`src/rtl/pixel_cmd_fifo.sv`:
```
// First-word-fall-through command FIFO between the slave arbiter and the processing master.
// Define PIXEL_CMD_FIFO_DROP_CNT_EN to count pushes dropped on overflow.
module pixel_cmd_fifo #(
  parameter int DW          = 32,
  parameter int DEPTH       = 16,
  parameter int FULL_MARGIN = 2
) (
  input  logic                       clk,
  input  logic                       rst,
  input  logic                       slvx_data_valid,
  input  logic [1:0]                 slvx_mode,
  input  logic [7:0]                 slvx_proc_val,
  input  logic [DW-1:0]              slvx_data,
  output logic                       fifo_full,
  input  logic                       mstr_rd_en,
  output logic                       mstr_valid,
  output logic [1:0]                 mstr_mode,
  output logic [7:0]                 mstr_proc_val,
  output logic [DW-1:0]              mstr_data,
  output logic                       fifo_empty,
  output logic [$clog2(DEPTH):0]     fifo_count,
  output logic [15:0]                drop_cnt
);

  localparam int AW = $clog2(DEPTH);
  localparam int CW = AW + 1;
  localparam logic [CW-1:0] COUNT_MAX  = CW'(DEPTH);
  localparam logic [CW-1:0] FULL_LEVEL = CW'(DEPTH - FULL_MARGIN);

  typedef struct packed {
    logic [1:0]    mode;
    logic [7:0]    proc_val;
    logic [DW-1:0] data;
  } entry_t;

  entry_t          mem [DEPTH];
  logic [AW-1:0]   wr_ptr;
  logic [AW-1:0]   rd_ptr;
  logic [CW-1:0]   count;
  entry_t          wr_entry;
  entry_t          head;
  logic            pop_ok;
  logic            push_ok;
  logic            drop;

  assign wr_entry = '{mode: slvx_mode, proc_val: slvx_proc_val, data: slvx_data};

  // A pop frees a slot in the same cycle, so a full FIFO can still accept a push.
  assign pop_ok  = mstr_rd_en && (count != '0);
  assign push_ok = slvx_data_valid && ((count < COUNT_MAX) || pop_ok);
  assign drop    = slvx_data_valid && !push_ok;

  // NOTE: sequential state uses non-blocking assignments so every register
  // samples pre-edge values regardless of statement order.
  always_ff @(posedge clk) begin
    if (rst) begin
      wr_ptr <= '0;
      rd_ptr <= '0;
      count  <= '0;
    end else begin
      if (push_ok) wr_ptr <= wr_ptr + 1'b1;
      if (pop_ok)  rd_ptr <= rd_ptr + 1'b1;
      case ({push_ok, pop_ok})
        2'b10:   count <= count + 1'b1;
        2'b01:   count <= count - 1'b1;
        default: count <= count;
      endcase
    end
  end

  // NOTE: the storage array has no reset; pointers and count alone define
  // which entries are live, and leaving it unreset lets it map onto plain flops/RAM.
  always_ff @(posedge clk) begin
    if (!rst && push_ok) mem[wr_ptr] <= wr_entry;
  end

`ifdef PIXEL_CMD_FIFO_DROP_CNT_EN
  logic [15:0] drop_cnt_q;

  always_ff @(posedge clk) begin
    if (rst)
      drop_cnt_q <= '0;
    else if (drop && (drop_cnt_q != 16'hFFFF))
      drop_cnt_q <= drop_cnt_q + 16'd1;
  end

  assign drop_cnt = drop_cnt_q;
`else
  logic unused_drop;
  assign unused_drop = drop;
  assign drop_cnt    = 16'h0000;
`endif

  // NOTE: head defaults to zero before any conditional assignment so the
  // combinational block cannot infer a latch.
  always_comb begin
    head = '0;
    if (count != '0) head = mem[rd_ptr];
  end

  assign fifo_full     = (count >= FULL_LEVEL);
  assign fifo_empty    = (count == '0);
  assign mstr_valid    = !fifo_empty;
  assign fifo_count    = count;
  assign mstr_mode     = head.mode;
  assign mstr_proc_val = head.proc_val;
  assign mstr_data     = head.data;

endmodule

```
`config.mk`:
```
export PLATFORM = sky130hd
export DESIGN_NAME = pixel_cmd_fifo
export DESIGN_NICKNAME = d
export VERILOG_FILES = /design/src/rtl/pixel_cmd_fifo.sv
export SDC_FILE = /design/constraint.sdc
export NUM_CORES = 1
export LEC_CHECK = 0
export CORE_AREA = 4 4 254 256
export CTS_BUF_LIST = sky130_fd_sc_hd__clkbuf_8
export DETAILED_ROUTE_END_ITERATION = 12
export DIE_AREA = 0 0 258 260
export SETUP_SLACK_MARGIN = 0.4
export SLEW_MARGIN = 20
export SYNTH_ARGS = -nofsm -noshare
export SYNTH_HDL_FRONTEND = slang
export SYNTH_SLANG_ARGS = --single-unit
```
`constraint.sdc`:
```
create_clock -name clk -period 6.48 [get_ports clk]
set_input_delay 1.944 -clock clk [delete_from_list [all_inputs] [get_ports clk]]
set_output_delay 1.944 -clock clk [all_outputs]
set_load 0.02 [all_outputs]
```
# Word level (Yosys, flattened, before mapping)
# Memories as Yosys holds them, arrays and structs flattened. A register that Yosys moved wholly into a read port is not among the register bits.
# Index checks and enable logic that the tools add are counted.
op_classes:
  bitwise_logic: 0
  shifts: 0
  eq_ne: 2
  div_mod_pow: 0
  order_cmp: 2
  muxes: 6
  mul: 0
  reduce_logical: 9
  addsub: 4
ops:
  columns: ["operator", "count"]
  rows:
  - ["$mux 42", 1]
  - ["$pmux 5 s2", 1]
  - ["$add 4x1->4 const B", 2]
  - ["$mux 4", 2]
  - ["$add 5x1->5 const B", 1]
  - ["$ge 5x4->1 const B", 1]
  - ["$logic_not 5->1", 1]
  - ["$lt 5x5->1 const B", 1]
  - ["$reduce_bool 5->1", 1]
  - ["$sub 5x1->5 const B", 1]
  - ["$logic_and 1x1->1", 3]
  - ["$eq 2x1->1 const B", 1]
  - ["$eq 2x2->1 const B", 1]
  - ["$logic_not 1->1", 2]
  - ["$mux 1", 2]
  - ["$reduce_bool 2->1", 1]
  - ["$logic_or 1x1->1", 1]
totals:
  rom_bits: 0
  latchBits: 0
  ramBits: 672
  ff_bits: 13
  mem_count: 1
memory_table:
  columns: ["name", "depth", "word_bits", "read_ports", "rd_clocked_by_memory_dff", "write_ports", "line_no", "rtl"]
  rows:
  - ["mem", 16, 42, 1, 1, 1, "36", "entry_t mem [DEPTH];"]

# Depth between registers and ports, before layout
# Gate-level depths: netlist of the first run.
depth:
  depth_word: 7
  mapped_depth: 12
  depth_no_buf: 10

# Worst setup path after synthesis of the first run
# OpenSTA, ideal clock, no wires.
synth_timing:
  path_kind: "input to register"
  from: "in mstr_rd_en"
  to: "mem mem[7][0] (netlist bit), enable pin"
  required_ps: 5987
  slack_ps: 336
  setup_ps: 493
  arrival_ps: 5650
  stages: 4
  cell_sequence: "buf_2 -> o21ai_1 -> or3b_2 -> nor3_1"
synth_between:
  elab_chain_len: 6
synth_lines:
  columns: ["element", "line_no", "rtl"]
  rows:
  - ["start, declared", "15", "input logic mstr_rd_en,"]
  - ["$logic_and 1x1->1", "49", "assign pop_ok = mstr_rd_en && (count != '0);"]
  - ["$logic_or 1x1->1", "50", "assign push_ok = slvx_data_valid && ((count < COUNT_MAX) || pop_ok);"]
  - ["$logic_and 1x1->1", "50", null]
  - ["$logic_and 1x1->1", "74", "if (!rst && push_ok) mem[wr_ptr] <= wr_entry;"]
  - ["$mux 1", "74", null]
  - ["$mux 1 (implied by the code)", "74", null]
  - ["end, declared", "36", null]
# No other way between the ends.

# Worst setup path in the final report of the first run
layout_timing:
  from: "reg count[0] (netlist: fifo_count[0])"
  to: "out mstr_data[19]"
layout_between:
  elab_chain_len: 2
layout_lines:
  columns: ["element", "line_no", "rtl"]
  rows:
  - ["start, declared", "39", "logic [CW-1:0] count;"]
  - ["start signal, assigned", "64", "2'b10: count <= count + 1'b1;"]
  - ["start signal, assigned", "65", "2'b01: count <= count - 1'b1;"]
  - ["start signal, assigned", "66", "default: count <= count;"]
  - ["$reduce_bool 5->1", "98", "if (count != '0) head = mem[rd_ptr];"]
  - ["$mux 42", "98", null]
  - ["end, declared", "19", "output logic [DW-1:0] mstr_data,"]
# No other way between the ends.

==> results.ini, run 1 <==
[yosys]
synth-main-ff-cell=edfxtp_1
yosys.area.top_type=edfxtp_1
yosysWarnings=0
synth_cell_types=45
synth_area_leaders=edfxtp_1 (76%), mux4_2 (14%), mux2i_1 (3.2%), dfxtp_1 (1.3%), o22ai_1 (0.99%)
avgSynthCellArea_um2=22.7
synth_area_um2=26600
synth_top_area_share=0.758
syn_inst=1171
synth_edf_count=672
ys_seq_area_frac=0.771
async_flop_share=0
ys_ff_latch=689

[cells_and_area]
nets=1397
fillCellCount=5020
layout-drive-gt1-share=0.250
multi_input_area_um2=5670
regArea_um2=20500
finalNonFillerCells=2277
syn_to_final_growth_pct=14.7

[clock_network]
clkLatencyLatePin_ns=0.69
cts_buffers=107
cts_resized=0
clkTransAtPathRegs_ns=0.06
post_cts_buffers=0
htreeDepth=3
cts.sinks=689
cts-root-buf=clkbuf_8
hold_buffers=0
clockBufferDepth=3
cts_tree=yes

[sta]
worst_clock_skew_ns=0.0315
setup_violations=0
relSlewSlack=0.372
setup_tns_ns=0
worstMarginPinSlew_ns=0.942
period_needed_ns=5.56
fmax_mhz=180
period_share=0.858
final_max_slew_viol_count=0
rsz0062_at_grt=false
finalHoldViolations=0

[floorplan]
ios=112
start_util=0.426
rows=92
dieWidth_um=258
core_area_um2=62500
die_area_um2=67100
die_y_um=260

[global_routing]
grt_pass1_vias=13033
gr-total-overflow=0
grt_usage=0.165
grt_max_degree=68
antenna_found_initial=1
grt_pass1_wl_um=82300

[route]
dr.max_layer_used=met4
vias_per_cell=5.39
drc=0
wire_per_inst_um=24.1
wl_met2_um=26700
num_vias=12264
wirelength_um=54900
first_iter_violations=798
met3_length_um=3600
ant_nets=0
first_pass_iters=6
m1WireLength_um=23800

[setup_path]
rrSetupSlack_ns=3.47
crit_path_end_kind=output port
start_kind=flip-flop
worstPathRequired_ns=4.54
worstSetupPathType=flip-flop to output port
crit_fanout=22
crit_arrival_ns=3.61

[pwr]
p_leak_nw=9.36
irDropWorstVdd_mv=0.199
cellPowerDensity_nw_per_um2=349

[place]
dp.cells=2081
gp_congestion=0.725
portBuffers=95
post-dp-hpwl_um=29200

[run_status]
status=finished clean

[run]
maxCapViolCount=0

[worst_hold_path]
hold_path.class=flip-flop to flip-flop

-- path summary, 6_finish.rpt --
kind                       from             to  depth (start not counted)
setup reg to reg  fifo_count[0]  fifo_count[4]                         10
setup / recovery  fifo_count[0]  mstr_data[19]                          6
hold reg to reg       rd_ptr[3]      rd_ptr[3]                          2
hold / removal        rd_ptr[3]      rd_ptr[3]                          2
-- worst max-delay path: stages (launching register included) --
cell and delay [ns]:
dfxtp_1 0.37, or4_4 0.59, nand2b_4 0.20, nand2b_2 0.52, buf_4 0.47, o22ai_1 0.16
clkdlybuf4s50_1 0.59
-- sequential cells by signal, summed over array words and instances (netlist names), named ones only --
name and count:
fifo_count 5, wr_ptr 4, rd_ptr 4, mem 672
-- cell families after synthesis --
logic type	count (synthesis)	share of synthesized area
compound gates	59	0.0143
other cells	1	0.000141
xor+xnor	8	0.00263
mux	257	0.176
fa+ha+maj	7	0.00329
buf+inv	91	0.0202
simple gates	59	0.0126
flops	689	0.771
-- cells in the final DEF (no fill, tap or decap), drive strengths merged, types with 3 or more instances in the layout --
| master | Yosys | final |
|---|---|---|
| inv | 11 | 49 |
| clkdlybuf4s50 | 0 | 95 |
| conb | 1 | 16 |
| buf | 68 | 34 |
| o22ai | 42 | 42 |
| o211ai | 4 | 4 |
| nand2b | 3 | 3 |
| o21ai | 3 | 3 |
| dfxtp | 17 | 17 |
| clkbuf | 12 | 108 |
| nor2 | 22 | 22 |
| nor3 | 7 | 7 |
| nand2 | 3 | 3 |
| edfxtp | 672 | 672 |
| mux2i | 86 | 86 |
| a21oi | 3 | 3 |
| mux4 | 168 | 168 |
| and2 | 4 | 4 |
| bufinv | 0 | 3 |
| clkinv | 0 | 45 |
| mux2 | 3 | 3 |
| xor2 | 7 | 7 |
| nor2b | 3 | 3 |
| and3 | 6 | 6 |
| ha | 7 | 7 |
-- cell type report --
cell class                 instances  share of cell area
clock inverter                    87              0.0151
sequential                       689               0.672
inverter                          11             0.00135
antenna                            1           0.0000820
timing repair buffer             129              0.0420
tap                              846              0.0347
clock buffer                     108              0.0487
multi-input combinational        406               0.186
-- report_power, final --
part	switching, mW	internal (mW)	leakage, nW	total [mW]
sequential	0.0766	4.97	6.19	5.05
clock	1.62	1.68	1.13	3.30
combinational	1.24	1.07	2.04	2.30
total	2.93	7.72	9.36	10.6
-- per-stage QoR --
| stage | power [mW] | area [µm²] | util | setup WS, ns | hold WS [ns] |
|---|---|---|---|---|---|
| after floorplan | 6.65 | 26700 | - | 0.336 | 0.471 |
| after global placement | 7.48 | 28600 | 0.457 | 1.57 | 0.490 |
| after detailed placement | 7.49 | 28600 | 0.457 | 1.56 | 0.496 |
| after CTS | 10.8 | 30500 | 0.488 | 0.794 | 0.507 |
| after global routing | 11.1 | 30500 | 0.488 | 0.655 | 0.522 |
| final | 10.6 | 30500 | 0.489 | 0.921 | 0.505 |
-- layer usage --
layer,vias to the layer above,GRT usage
met5,-,0
met3,68,0.0387
met1,6566,0.229
met2,359,0.264
met4,0,0.0491
li1,5271,-
-- synthesized netlist by cell type (2+ instances only) --
cell	count
ha_1	7
xor2_1	7
inv_1	10
nor4bb_1	2
nand3_1	2
mux2i_1	86
nor3_1	7
clkbuf_1	12
mux4_2	168
a21oi_1	3
o22ai_1	42
mux2_2	2
nor3b_1	2
buf_6	7
edfxtp_1	672
nor2b_1	3
buf_4	28
nand2_1	2
o211ai_1	4
and2_1	4
and3_1	6
a22o_1	2
buf_1	2
buf_2	31
o21ai_1	3
nor2_1	22
dfxtp_1	17
(Power assumes the default switching activity.)
==> inputs of run 2 (changes only) <==
Settings changed: RECOVER_POWER from default to 25, SLEW_MARGIN 20 to default.
==> run 2 against run 1 <==
Net effect: die area stayed put; cell count is the same; power about the same; sequential power barely moved; non-clock buffer count is the same; combinational power is essentially flat; largest power group unchanged.
==> results.ini, run 2 (synthesized netlist as in run 1, its figures left out) <==
[global_routing]
grt_pass1_wl_um=82300
grt_pass1_vias=13033
grt_max_degree=68
grt_usage=0.165
antenna_found_initial=1
gr-total-overflow=0

[floorplan]
start_util=0.426
ios=112
die_area_um2=67100
core_area_um2=62500
dieWidth_um=258
die_y_um=260
rows=92

[clock_network]
post_cts_buffers=0
cts_resized=0
cts_buffers=107
clkLatencyLatePin_ns=0.69
clockBufferDepth=3
cts_tree=yes
htreeDepth=3
cts-root-buf=clkbuf_8
hold_buffers=0
cts.sinks=689
clkTransAtPathRegs_ns=0.06

[route]
wirelength_um=54900
ant_nets=0
first_pass_iters=6
vias_per_cell=5.39
first_iter_violations=802
drc=0
wire_per_inst_um=24.1
num_vias=12278

[pwr]
p_leak_nw=9.37
cellPowerDensity_nw_per_um2=349
irDropWorstVdd_mv=0.199
finalPower_mw=10.6

[cells_and_area]
syn_to_final_growth_pct=14.7
layout_commonest_cell=edfxtp_1
nets=1397
layout_common_cells=edfxtp_1 (672), mux4_2 (168), clkbuf_8 (108)
largest_reg_flops=672
largest-register=mem
fin_area_um2=30500
layout-drive-gt1-share=0.250

[worst_hold_path]
hold-path-cell-count=2
hold_path.class=flip-flop to flip-flop

[sta]
worst_clock_skew_ns=0.0317
holdWs_ns=0.505
timing.final.ws_setup_ns=0.921
finalHoldViolations=0
setup_tns_ns=0
period_share=0.858
relSlewSlack=0.376
final_max_slew_viol_count=0
period_needed_ns=5.56
setup_violations=0
rsz0062_at_grt=false
fmax_mhz=180
worstMarginPinSlew_ns=0.936

[place]
portBuffers=95
place_area_um2=28600
dp_slack_ns=1.56
post-dp-hpwl_um=29200
gp_congestion=0.725

[setup_path]
reg2regPathDepth=10
crit_fanout=22
worstPathRequired_ns=4.54
crit_path_end_kind=output port
crit_path_max_incr_delay_ns=0.59
crit_chain=or4_4 -> nand2b_4 -> nand2b_2 -> buf_4 -> o22ai_1 -> clkdlybuf4s50_1
crit_slowest_cell=or4_4
start_kind=flip-flop
worstSetupPathType=flip-flop to output port
crit_arrival_ns=3.62

[run]
maxCapViolCount=0

[run_status]
status=finished clean

## run 2: cell count changes in the layout (fill, tap and decap cells not counted)
cell             delta
dlygate4sd3_1      +29
clkdlybuf4s50_1    -29
## run 2: per-stage QoR
step,utilization,instances
after floorplan,-,1186
after global placement,0.457,2081
after detailed placement,0.457,2081
after CTS,0.488,2276
after global routing,0.488,2276
final,0.489,2277
## run 2: layout make-up
class | instances | area, µm²
antenna | 1 | 2.50
clock buffer | 108 | 1490
clock inverter | 87 | 462
fill | 5020 | 32000
inverter | 11 | 41.3
multi-input combinational | 406 | 5670
sequential | 689 | 20500
tap | 846 | 1060
timing repair buffer | 129 | 1280
## run 2: path summary, 6_finish.rpt
check | to | from | slack, ns
hold / removal | rd_ptr[3] | rd_ptr[3] | 0.50
setup reg to reg | fifo_count[4] | fifo_count[0] | 3.48
setup / recovery | mstr_data[19] | fifo_count[0] | 0.92
hold reg to reg | rd_ptr[3] | rd_ptr[3] | 0.50
## run 2: where the power goes
part	total (mW)	internal, mW	switching [mW]	leakage, nW
clock network	3.30	1.68	1.62	1.13
registers	5.05	4.97	0.0765	6.19
logic	2.30	1.06	1.24	2.05
total	10.6	7.71	2.93	9.37
## run 2: worst max-delay path: cells and delay by family, from the launching register on
| kind | cells | cell delay [ns] |
|---|---|---|
| flops | 1 | 0.37 |
| compound gates | 1 | 0.16 |
| simple gates | 3 | 1.31 |
| buf+inv | 2 | 1.06 |
## run 2: metal layers
metal / track usage / vias to the layer above / part of all wire / routed length (µm)
met5: 0 / - / 0 / 0
met2: 0.264 / 356 / 0.49 / 26700
met1: 0.229 / 6585 / 0.43 / 23900
li1: - / 5269 / - / -
met4: 0.0491 / 0 / 0.016 / 880
met3: 0.0387 / 68 / 0.064 / 3510
==> inputs of run 3 (changes only) <==
Settings changed: CORE_AREA 4 4 254 256 to 4 4 303 305, DIE_AREA 0 0 258 260 to 0 0 307 309.
==> run 3 against run 2 <==
Net effect: sequential power up 0.8%; hold slack improved by 0.0038 ns; critical path depth is 1 lower; final area increased by 1.1%; global-route usage is 4.4 points lower; register-to-register slack better by 0.03 ns; combinational power rose by 2%; worst setup slack improved by 0.0030 ns; power decreased by 0.57%; sequential share of layout area down 0.71 points; first-iteration DRC count rose by 18%.
==> results.ini, run 3 (synthesized netlist as in run 1, its figures left out) <==
[run_status]
status=finished clean

[setup_path]
crit_slowest_cell=dfxtp_4
crit_fanout=60
start_kind=flip-flop
crit_path_end_kind=output port
worstSetupPathType=flip-flop to output port
crit_chain=buf_4 -> mux4_2 -> mux2i_1 -> o22ai_1 -> clkdlybuf4s50_1
worstPathRequired_ns=4.54
crit_path_max_incr_delay_ns=0.95
crit_arrival_ns=3.61

[place]
portBuffers=95
dp.cells=2418
post-dp-hpwl_um=31800
gp_congestion=0.715
place_area_um2=29000
dp_slack_ns=1.38

[sta]
fmax_mhz=180
finalHoldViolations=0
timing.final.ws_setup_ns=0.924
relSlewSlack=0.357
setup_tns_ns=0
rsz0062_at_grt=false
worstMarginPinSlew_ns=0.965
period_share=0.857
worst_clock_skew_ns=0.0239
final_max_slew_viol_count=0
setup_violations=0
period_needed_ns=5.56

[route]
ant_nets=0
wire_per_inst_um=22.1
wirelength_um=57400
vias_per_cell=4.69
drc=0
num_vias=12189
first_iter_violations=943
first_pass_iters=5

[floorplan]
die_area_um2=94900
start_util=0.298
rows=110
die_y_um=309
core_area_um2=89300
dieWidth_um=307
ios=112

[clock_network]
cts_resized=0
hold_buffers=0
cts_tree=yes
cts-root-buf=clkbuf_8
post_cts_buffers=0
clockBufferDepth=3
clkLatencyLatePin_ns=0.67
cts_buffers=102
clkTransAtPathRegs_ns=0.07
htreeDepth=3
cts.sinks=689

[pwr]
cellPowerDensity_nw_per_um2=343
irDropWorstVdd_mv=0.281
p_leak_nw=9.32

[cells_and_area]
layout-drive-gt1-share=0.250
layout_commonest_cell=edfxtp_1
finalNonFillerCells=2599
fin_area_um2=30900
largest_reg_flops=672
layout_common_cells=edfxtp_1 (672), mux4_2 (168), clkbuf_8 (103)
syn_to_final_growth_pct=16.0
nets=1399
largest-register=mem

[run]
maxCapViolCount=0

[global_routing]
gr-total-overflow=0
grt_max_degree=61
grt_pass1_wl_um=85500
antenna_found_initial=12
grt_pass1_vias=13083
grt_usage=0.121

[worst_hold_path]
hold_path.class=flip-flop to flip-flop

==> run 3: layout make-up <==
class,instances,area [µm²]
clock inverters,75,397
clock buffers,103,1420
inverters,11,41.3
flip-flops and latches,689,20500
well taps,1176,1470
diodes,3,7.51
fillers,8197,58500
repair buffers,136,1320
multi-input cells,406,5670
==> run 3: final timing paths <==
kind                 startpoint             to  slack [ns]  cells after the start
setup / recovery      flip-flop  mstr_data[25]        0.92                      5
setup reg to reg  fifo_count[1]  fifo_count[4]        3.51                     10
hold reg to reg       rd_ptr[1]      rd_ptr[1]        0.51                      2
hold / removal        rd_ptr[1]      rd_ptr[1]        0.51                      2
==> run 3: routing by layer <==
metal,vias to the layer above,track usage,share of wire
li1,5270,-,-
met1,6512,0.163,0.44
met2,333,0.201,0.49
met3,72,0.0252,0.054
met4,2,0.0340,0.017
met5,-,0,0.00023
==> run 3: power by group <==
part           switching [mW]  total (mW)  leakage [nW]  internal, mW
sequential              0.114        5.09          6.19          4.97
combinational            1.26        2.34          2.08          1.08
clock                    1.57        3.16          1.05          1.59
==> run 3: stage by stage <==
stage	power, mW	util	hold WS [ns]
finish	10.6	0.345	0.508
global route	11.1	0.345	0.545
CTS	10.8	0.345	0.507
detailed placement	7.58	0.325	0.495
global placement	7.55	0.325	0.482
floorplan	6.65	-	0.471
==> run 3: worst max-delay path: cells and delay by family (launching register included) <==
family	cells	cell delay, ns
compound gates	1	0.39
buf+inv	2	1.17
flops	1	0.95
mux	2	0.34
